===== config.mk =====
export PLATFORM = sky130hd
export DESIGN_NAME = fnd_value_scanner
export DESIGN_NICKNAME = d
export VERILOG_FILES = /design/src/rtl/fnd_value_scanner.sv
export SDC_FILE = /design/constraint.sdc
export NUM_CORES = 1
export LEC_CHECK = 0
export BUFFER_PORTS_ARGS = -buffer_cell sky130_fd_sc_hd__buf_2
export CELL_PAD_IN_SITES_DETAIL_PLACEMENT = 1
export CELL_PAD_IN_SITES_GLOBAL_PLACEMENT = 1
export CORE_MARGIN = 1
export CORE_UTILIZATION = 25
export DETAILED_ROUTE_END_ITERATION = 10
export GPL_ROUTABILITY_DRIVEN = 0
export GPL_TIMING_DRIVEN = 1
export PLACE_DENSITY_LB_ADDON = 0.1
export SETUP_SLACK_MARGIN = 0.15
export SLEW_MARGIN = 20
export SYNTH_ARGS = -nofsm -noshare
export SYNTH_HDL_FRONTEND = slang
export SYNTH_SLANG_ARGS = --single-unit

===== constraint.sdc =====
create_clock -name clk -period 5.2 [get_ports clk]
set_input_delay 0.26 -clock clk [delete_from_list [all_inputs] [get_ports clk]]
set_output_delay 0.26 -clock clk [all_outputs]
set_load 0.02 [all_outputs]

===== src/rtl/fnd_value_scanner.sv =====
// fnd_value_scanner: accepts a binary value over valid/ready and converts it
// serially to BCD with shift-add-3, one bit per clock. It holds the last
// committed value and time-multiplexes its digits, a suffix glyph, blanks and
// a dot onto a single 5-bit FND code bus, driven by an internal scan counter.
module fnd_value_scanner #(
  parameter int         DATAWIDTH  = 9,
  parameter int         NUM_DIGITS = 3,
  parameter int         SCAN_POS   = 8,
  parameter int         DIV        = 100_000,
  parameter logic [4:0] SUFFIX     = 5'h17,
  parameter bit         BLANK_LZ   = 1'b1
) (
  input  logic                        clk,
  input  logic                        rst,
  input  logic                        i_valid,
  input  logic [DATAWIDTH-1:0]        i_data,
  output logic                        o_ready,
  output logic                        o_ovf,
  output logic [$clog2(SCAN_POS)-1:0] o_sel,
  output logic [4:0]                  o_code
);

  localparam int SEL_W = $clog2(SCAN_POS);
  localparam int PRE_W = $clog2(DIV);
  localparam int CNT_W = $clog2(DATAWIDTH + 1);
  // Every 3 input bits add at most one decimal digit, so this scratch width
  // can hold any input value without losing high digits.
  localparam int SCR_N = ((DATAWIDTH + 2) / 3 > NUM_DIGITS) ? (DATAWIDTH + 2) / 3 : NUM_DIGITS;
  localparam int SW    = 4 * SCR_N;
  localparam int HW    = 4 * NUM_DIGITS;

  // Largest value representable on the display: 10^NUM_DIGITS - 1.
  function automatic logic [63:0] max_disp();
    logic [63:0] v;
    v = 64'd1;
    for (int i = 0; i < NUM_DIGITS; i++) v = v * 64'd10;
    return v - 64'd1;
  endfunction

  localparam logic [63:0] MAX_VAL = max_disp();

  // Code shown at scan position p for held digits d.
  function automatic logic [4:0] code_fn(input logic [SEL_W-1:0] p, input logic [HW-1:0] d);
    logic [4:0] c;
    logic [3:0] dig;
    logic       nz;
    c   = 5'h0f;
    dig = 4'h0;
    nz  = 1'b0;
    if (p == SEL_W'(SCAN_POS - 1)) begin
      c = 5'h0a;
    end else if (p == SEL_W'(NUM_DIGITS)) begin
      c = SUFFIX;
    end else if (int'(p) < NUM_DIGITS) begin
      for (int k = 0; k < NUM_DIGITS; k++) begin
        if (k == int'(p)) dig = d[4*k +: 4];
        if (k >= int'(p) && d[4*k +: 4] != 4'h0) nz = 1'b1;
      end
      if (BLANK_LZ && p != '0 && !nz) c = 5'h0f;
      else                            c = {1'b0, dig};
    end
    return c;
  endfunction

  typedef enum logic [1:0] {IDLE, SHIFT, COMMIT} state_t;

  state_t                  state_q;
  logic [DATAWIDTH-1:0]    bin_q;
  logic [SW-1:0]           scr_q;
  logic [CNT_W-1:0]        cnt_q;
  logic                    ovf_pend_q;
  logic [HW-1:0]           held_q, held_d;
  logic                    ovf_q, ovf_d;
  logic                    ready_q;
  logic [PRE_W-1:0]        presc_q, presc_d;
  logic [SEL_W-1:0]        sel_q, sel_d;
  logic [4:0]              code_q;
  logic [SW-1:0]           scr_adj;
  logic [SW+DATAWIDTH-1:0] shift_cat;

  // Add 3 to every scratch nibble >= 5, then shift {BCD, bin} left by one.
  always_comb begin
    scr_adj = scr_q;
    for (int i = 0; i < SCR_N; i++) begin
      if (scr_q[4*i +: 4] >= 4'd5) scr_adj[4*i +: 4] = scr_q[4*i +: 4] + 4'd3;
    end
    shift_cat = {scr_adj, bin_q} << 1;
  end

  // Held value only changes on COMMIT, and then to a complete conversion.
  always_comb begin
    held_d = held_q;
    ovf_d  = ovf_q;
    if (state_q == COMMIT) begin
      held_d = ovf_pend_q ? {NUM_DIGITS{4'h9}} : scr_q[HW-1:0];
      ovf_d  = ovf_pend_q;
    end
  end

  // Prescaler wraps at DIV-1 and advances the scan position on the wrap edge.
  always_comb begin
    presc_d = presc_q + PRE_W'(1);
    sel_d   = sel_q;
    if (presc_q == PRE_W'(DIV - 1)) begin
      presc_d = '0;
      sel_d   = sel_q + SEL_W'(1);
    end
  end

  // Converter FSM: IDLE accepts, SHIFT runs DATAWIDTH steps, COMMIT publishes.
  always_ff @(posedge clk or negedge rst) begin
    if (!rst) begin
      state_q    <= IDLE;
      bin_q      <= '0;
      scr_q      <= '0;
      cnt_q      <= '0;
      ovf_pend_q <= 1'b0;
      held_q     <= '0;
      ovf_q      <= 1'b0;
      ready_q    <= 1'b1;
    end else begin
      held_q <= held_d;
      ovf_q  <= ovf_d;
      case (state_q)
        IDLE: begin
          if (i_valid) begin
            bin_q      <= i_data;
            scr_q      <= '0;
            cnt_q      <= '0;
            ovf_pend_q <= (64'(i_data) > MAX_VAL);
            ready_q    <= 1'b0;
            state_q    <= SHIFT;
          end
        end
        SHIFT: begin
          scr_q <= shift_cat[SW+DATAWIDTH-1:DATAWIDTH];
          bin_q <= shift_cat[DATAWIDTH-1:0];
          cnt_q <= cnt_q + CNT_W'(1);
          if (cnt_q == CNT_W'(DATAWIDTH - 1)) state_q <= COMMIT;
        end
        COMMIT: begin
          ready_q <= 1'b1;
          state_q <= IDLE;
        end
        default: begin
          ready_q <= 1'b1;
          state_q <= IDLE;
        end
      endcase
    end
  end

  // Scan counter and registered code; uses next-state values so a same-edge
  // COMMIT and scan step already show the new digits.
  always_ff @(posedge clk or negedge rst) begin
    if (!rst) begin
      presc_q <= '0;
      sel_q   <= '0;
      code_q  <= 5'h00;
    end else begin
      presc_q <= presc_d;
      sel_q   <= sel_d;
      code_q  <= code_fn(sel_d, held_d);
    end
  end

  assign o_ready = ready_q;
  assign o_ovf   = ovf_q;
  assign o_sel   = sel_q;
  assign o_code  = code_q;

endmodule


==> key figures <==
STA
  – Final Hold Violating Endpoints: 0
  – Min cycle time layout: 2.90 ns
  – Period utilization: 0.557
  – Slew margin rel.: 0.433
  – Final setup vio count: 0
  – Setup tns final: 0 ns
  – Skew final: 0.00392 ns
  – Least-Margin Pin Slew: 0.851 ns
  – Slew Viols, Final: 0
  – Unrepaired setup endpoints after global routing: no
  – Fmax: 345 MHz

Finish
  – Post-route cell area: 3810 um^2
  – Fraction of layout instances using a drive strength above 1: 0.178
  – Ant. Diodes: 0
  – Area growth syn-to-layout: 18.7%
  – Most common cell after layout, fill and taps aside: dfrtp_1
  – Filler cells: 1425
  – Most frequent cells in the layout: dfrtp_1, nand2_1, o21ai_0
  – Nets@finish: 354

Global route
  – Initial antenna violation count: 0
  – Vias in the first global route: 2453
  – Grt ovf: 0
  – Global-route usage over all layers: 0.125
  – Largest net degree at the start of global routing: 66
  – First-pass GRT wire length: 12.5 mm

Placed design
  – PortBufs: 20
  – Placed Area: 3510 um^2
  – Post-DP HPWL: 4.95 mm

Critical path
  – Data arrival time of the worst path: 3.10 ns
  – CP Launch Type: flip-flop
  – Required time worst endpoint: 5.41 ns
  – Kind of end point of the critical path: flip-flop
  – Crit-path max FO: 7
  – Critical path class: reg -> reg

Detailed routing
  – WL per Instance: 14.3 um
  – Final wirelength: 7.26 mm
  – Via-to-Cell Ratio: 4.48
  – DRC viols: 0
  – DRT Pass-1 Iters: 3
  – DRT iter0 DRCs: 73
  – Antenna Nets Post-Route: 0
  – Vias: 2280

Floorplan
  – Initial Util: 0.256
  – # rows: 41
  – IO Count: 22
  – Die extent in x: 115 um
  – Die area: 13300 um^2
  – Core area: 12600 um^2
  – Die Height: 115 um

CTS
  – Root cell of the clock tree: clkbuf_16
  – Clk sink count: 65
  – Bufs on Longest Clock Path: 2
  – Clock latency at the later pin of the worst-skew pair: 0.33 ns
  – H-tree depth: 3
  – PostCTS Resize Cnt: 0
  – CTS clk-pin slew, worst paths: 0.05 ns
  – Total CTS buffers: 9
  – CTS tree: yes
  – Number of post-CTS setup repair buffers: 0
  – CTS Hold Bufs: 0

Pwr
  – Leak: 1.75 nW
  – Pwr dens: 517 nW/um^2
  – Worst VDD drop: 0.000246 V

Synth
  – Cell variety after synth: 51
  – Seq cells post-synth: 65
  – Post-Synthesis Cells: 308
  – Post-Syn Area: 3210 um^2
  – Ys Warns: 0
  – EDFF count, synth: 0
  – Sequential area share after synthesis: 0.507
  – Mapped Avg Cell Area: 10.4 um^2
  – Top_reg_cell synth: dfrtp_1
  – Yosys top cell by area: dfrtp_1
  – Post-synth top area share: 0.498
  – Top cells by area, synth: dfrtp_1, ha_1, o21ai_0
  – Post-synth ARST share: 1.00
  – Mapped Nets: 330

Worst hold path
  – Worst hold path type: in -> async

Status
  – Status: complete, no violations

Job
  – Max-Cap Viols: 0
-- metal layers --
| layer | vias to the layer above | global-route usage | routed length, um |
|---|---|---|---|
| met5 | - | 0 | 0 |
| met4 | 0 | 0.0390 | 83 |
| met3 | 8 | 0.0459 | 219 |
| met2 | 15 | 0.197 | 3440 |
| met1 | 1134 | 0.159 | 3520 |
| li1 | 1123 | - | - |
-- per-stage QoR --
stage / setup WS [ns] / hold slack [ns] / total power [mW] / instances / util
after floorplan: 2.58 / -0.0356 / 1.19 / 308 / -
after global placement: 2.34 / 0.470 / 1.37 / 493 / 0.279
after detailed placement: 2.31 / 0.476 / 1.38 / 493 / 0.279
after CTS: 2.30 / 0.171 / 2.02 / 509 / 0.304
after global routing: 2.18 / 0.201 / 2.14 / 509 / 0.304
final: 2.30 / 0.115 / 1.97 / 509 / 0.304
-- cell families (layout without fill, tap and decap cells) --
| kind of cell | Yosys count | count (layout) | synth area share |
|---|---|---|---|
| AOI/OAI and AO/OA | 58 | 58 | 0.112 |
| muxes | 19 | 19 | 0.0650 |
| and+or+nand+nor | 106 | 106 | 0.182 |
| buffers and inverters | 29 | 58 | 0.0374 |
| xor gates and xnor gates | 20 | 20 | 0.0569 |
| adders and majority gates | 10 | 10 | 0.0389 |
| other | 1 | 1 | 0.00117 |
| DFF | 65 | 65 | 0.507 |
-- sequential cells by signal (all words and copies together), names as in the netlist --
signal / cells
bin_q: 9
cnt_q: 4
held_q: 12
o_code: 5
o_ready: 1
o_sel: 3
presc_q: 17
scr_q: 12
state_q: 2
-- area by class of cell --
class | instances | area [um^2] | area share
Multi-Input combinational cell | 214 | 1470 | 0.385
Clock buffer | 14 | 274 | 0.0718
Sequential cell | 65 | 1630 | 0.427
Inverter | 19 | 71.3 | 0.0187
Tap cell | 172 | 215 | 0.0564
Timing Repair Buffer | 23 | 123 | 0.0321
Clock inverter | 2 | 35.0 | 0.00918
-- final timing paths --
kind,slack (ns),to,from,cells past startpoint
setup / recovery,2.30,o_code[0],presc_q[11],6
hold / removal,0.12,bin_q[0],rst,2
setup reg to reg,2.30,o_code[0],presc_q[11],6
hold reg to reg,0.48,o_ready,o_ready,2
max in group asynchronous,4.53,o_sel[2],rst,2
min in group clk,0.23,bin_q[8],i_data[8],3
-- synth_stat cells, types with 7 or more instances --
| master | instances |
|---|---|
| a21oi_1 | 18 |
| nor3_1 | 7 |
| inv_1 | 18 |
| nor3b_1 | 7 |
| nand3_1 | 13 |
| nor2_1 | 17 |
| nand2b_1 | 7 |
| o21ai_0 | 23 |
| xnor2_1 | 11 |
| dfrtp_1 | 64 |
| mux2_2 | 10 |
| mux2i_1 | 7 |
| nand4_1 | 9 |
| nand2_1 | 28 |
| ha_1 | 10 |
| clkbuf_1 | 8 |
| xor2_1 | 8 |
-- worst max-delay path, stage by stage (launching register included) --
cell	delay [ns]
dfrtp_1	0.42
or4b_4	0.59
nor4_4	0.55
mux2i_1	0.53
mux2_2	0.40
a32oi_1	0.19
nand3_1	0.09
-- power breakdown --
| group | switching [mW] | internal, mW |
|---|---|---|
| Clock | 0.218 | 0.410 |
| Combinational | 0.320 | 0.239 |
| Sequential | 0.140 | 0.648 |
| Total | 0.677 | 1.30 |
(Power assumes the default switching activity.)
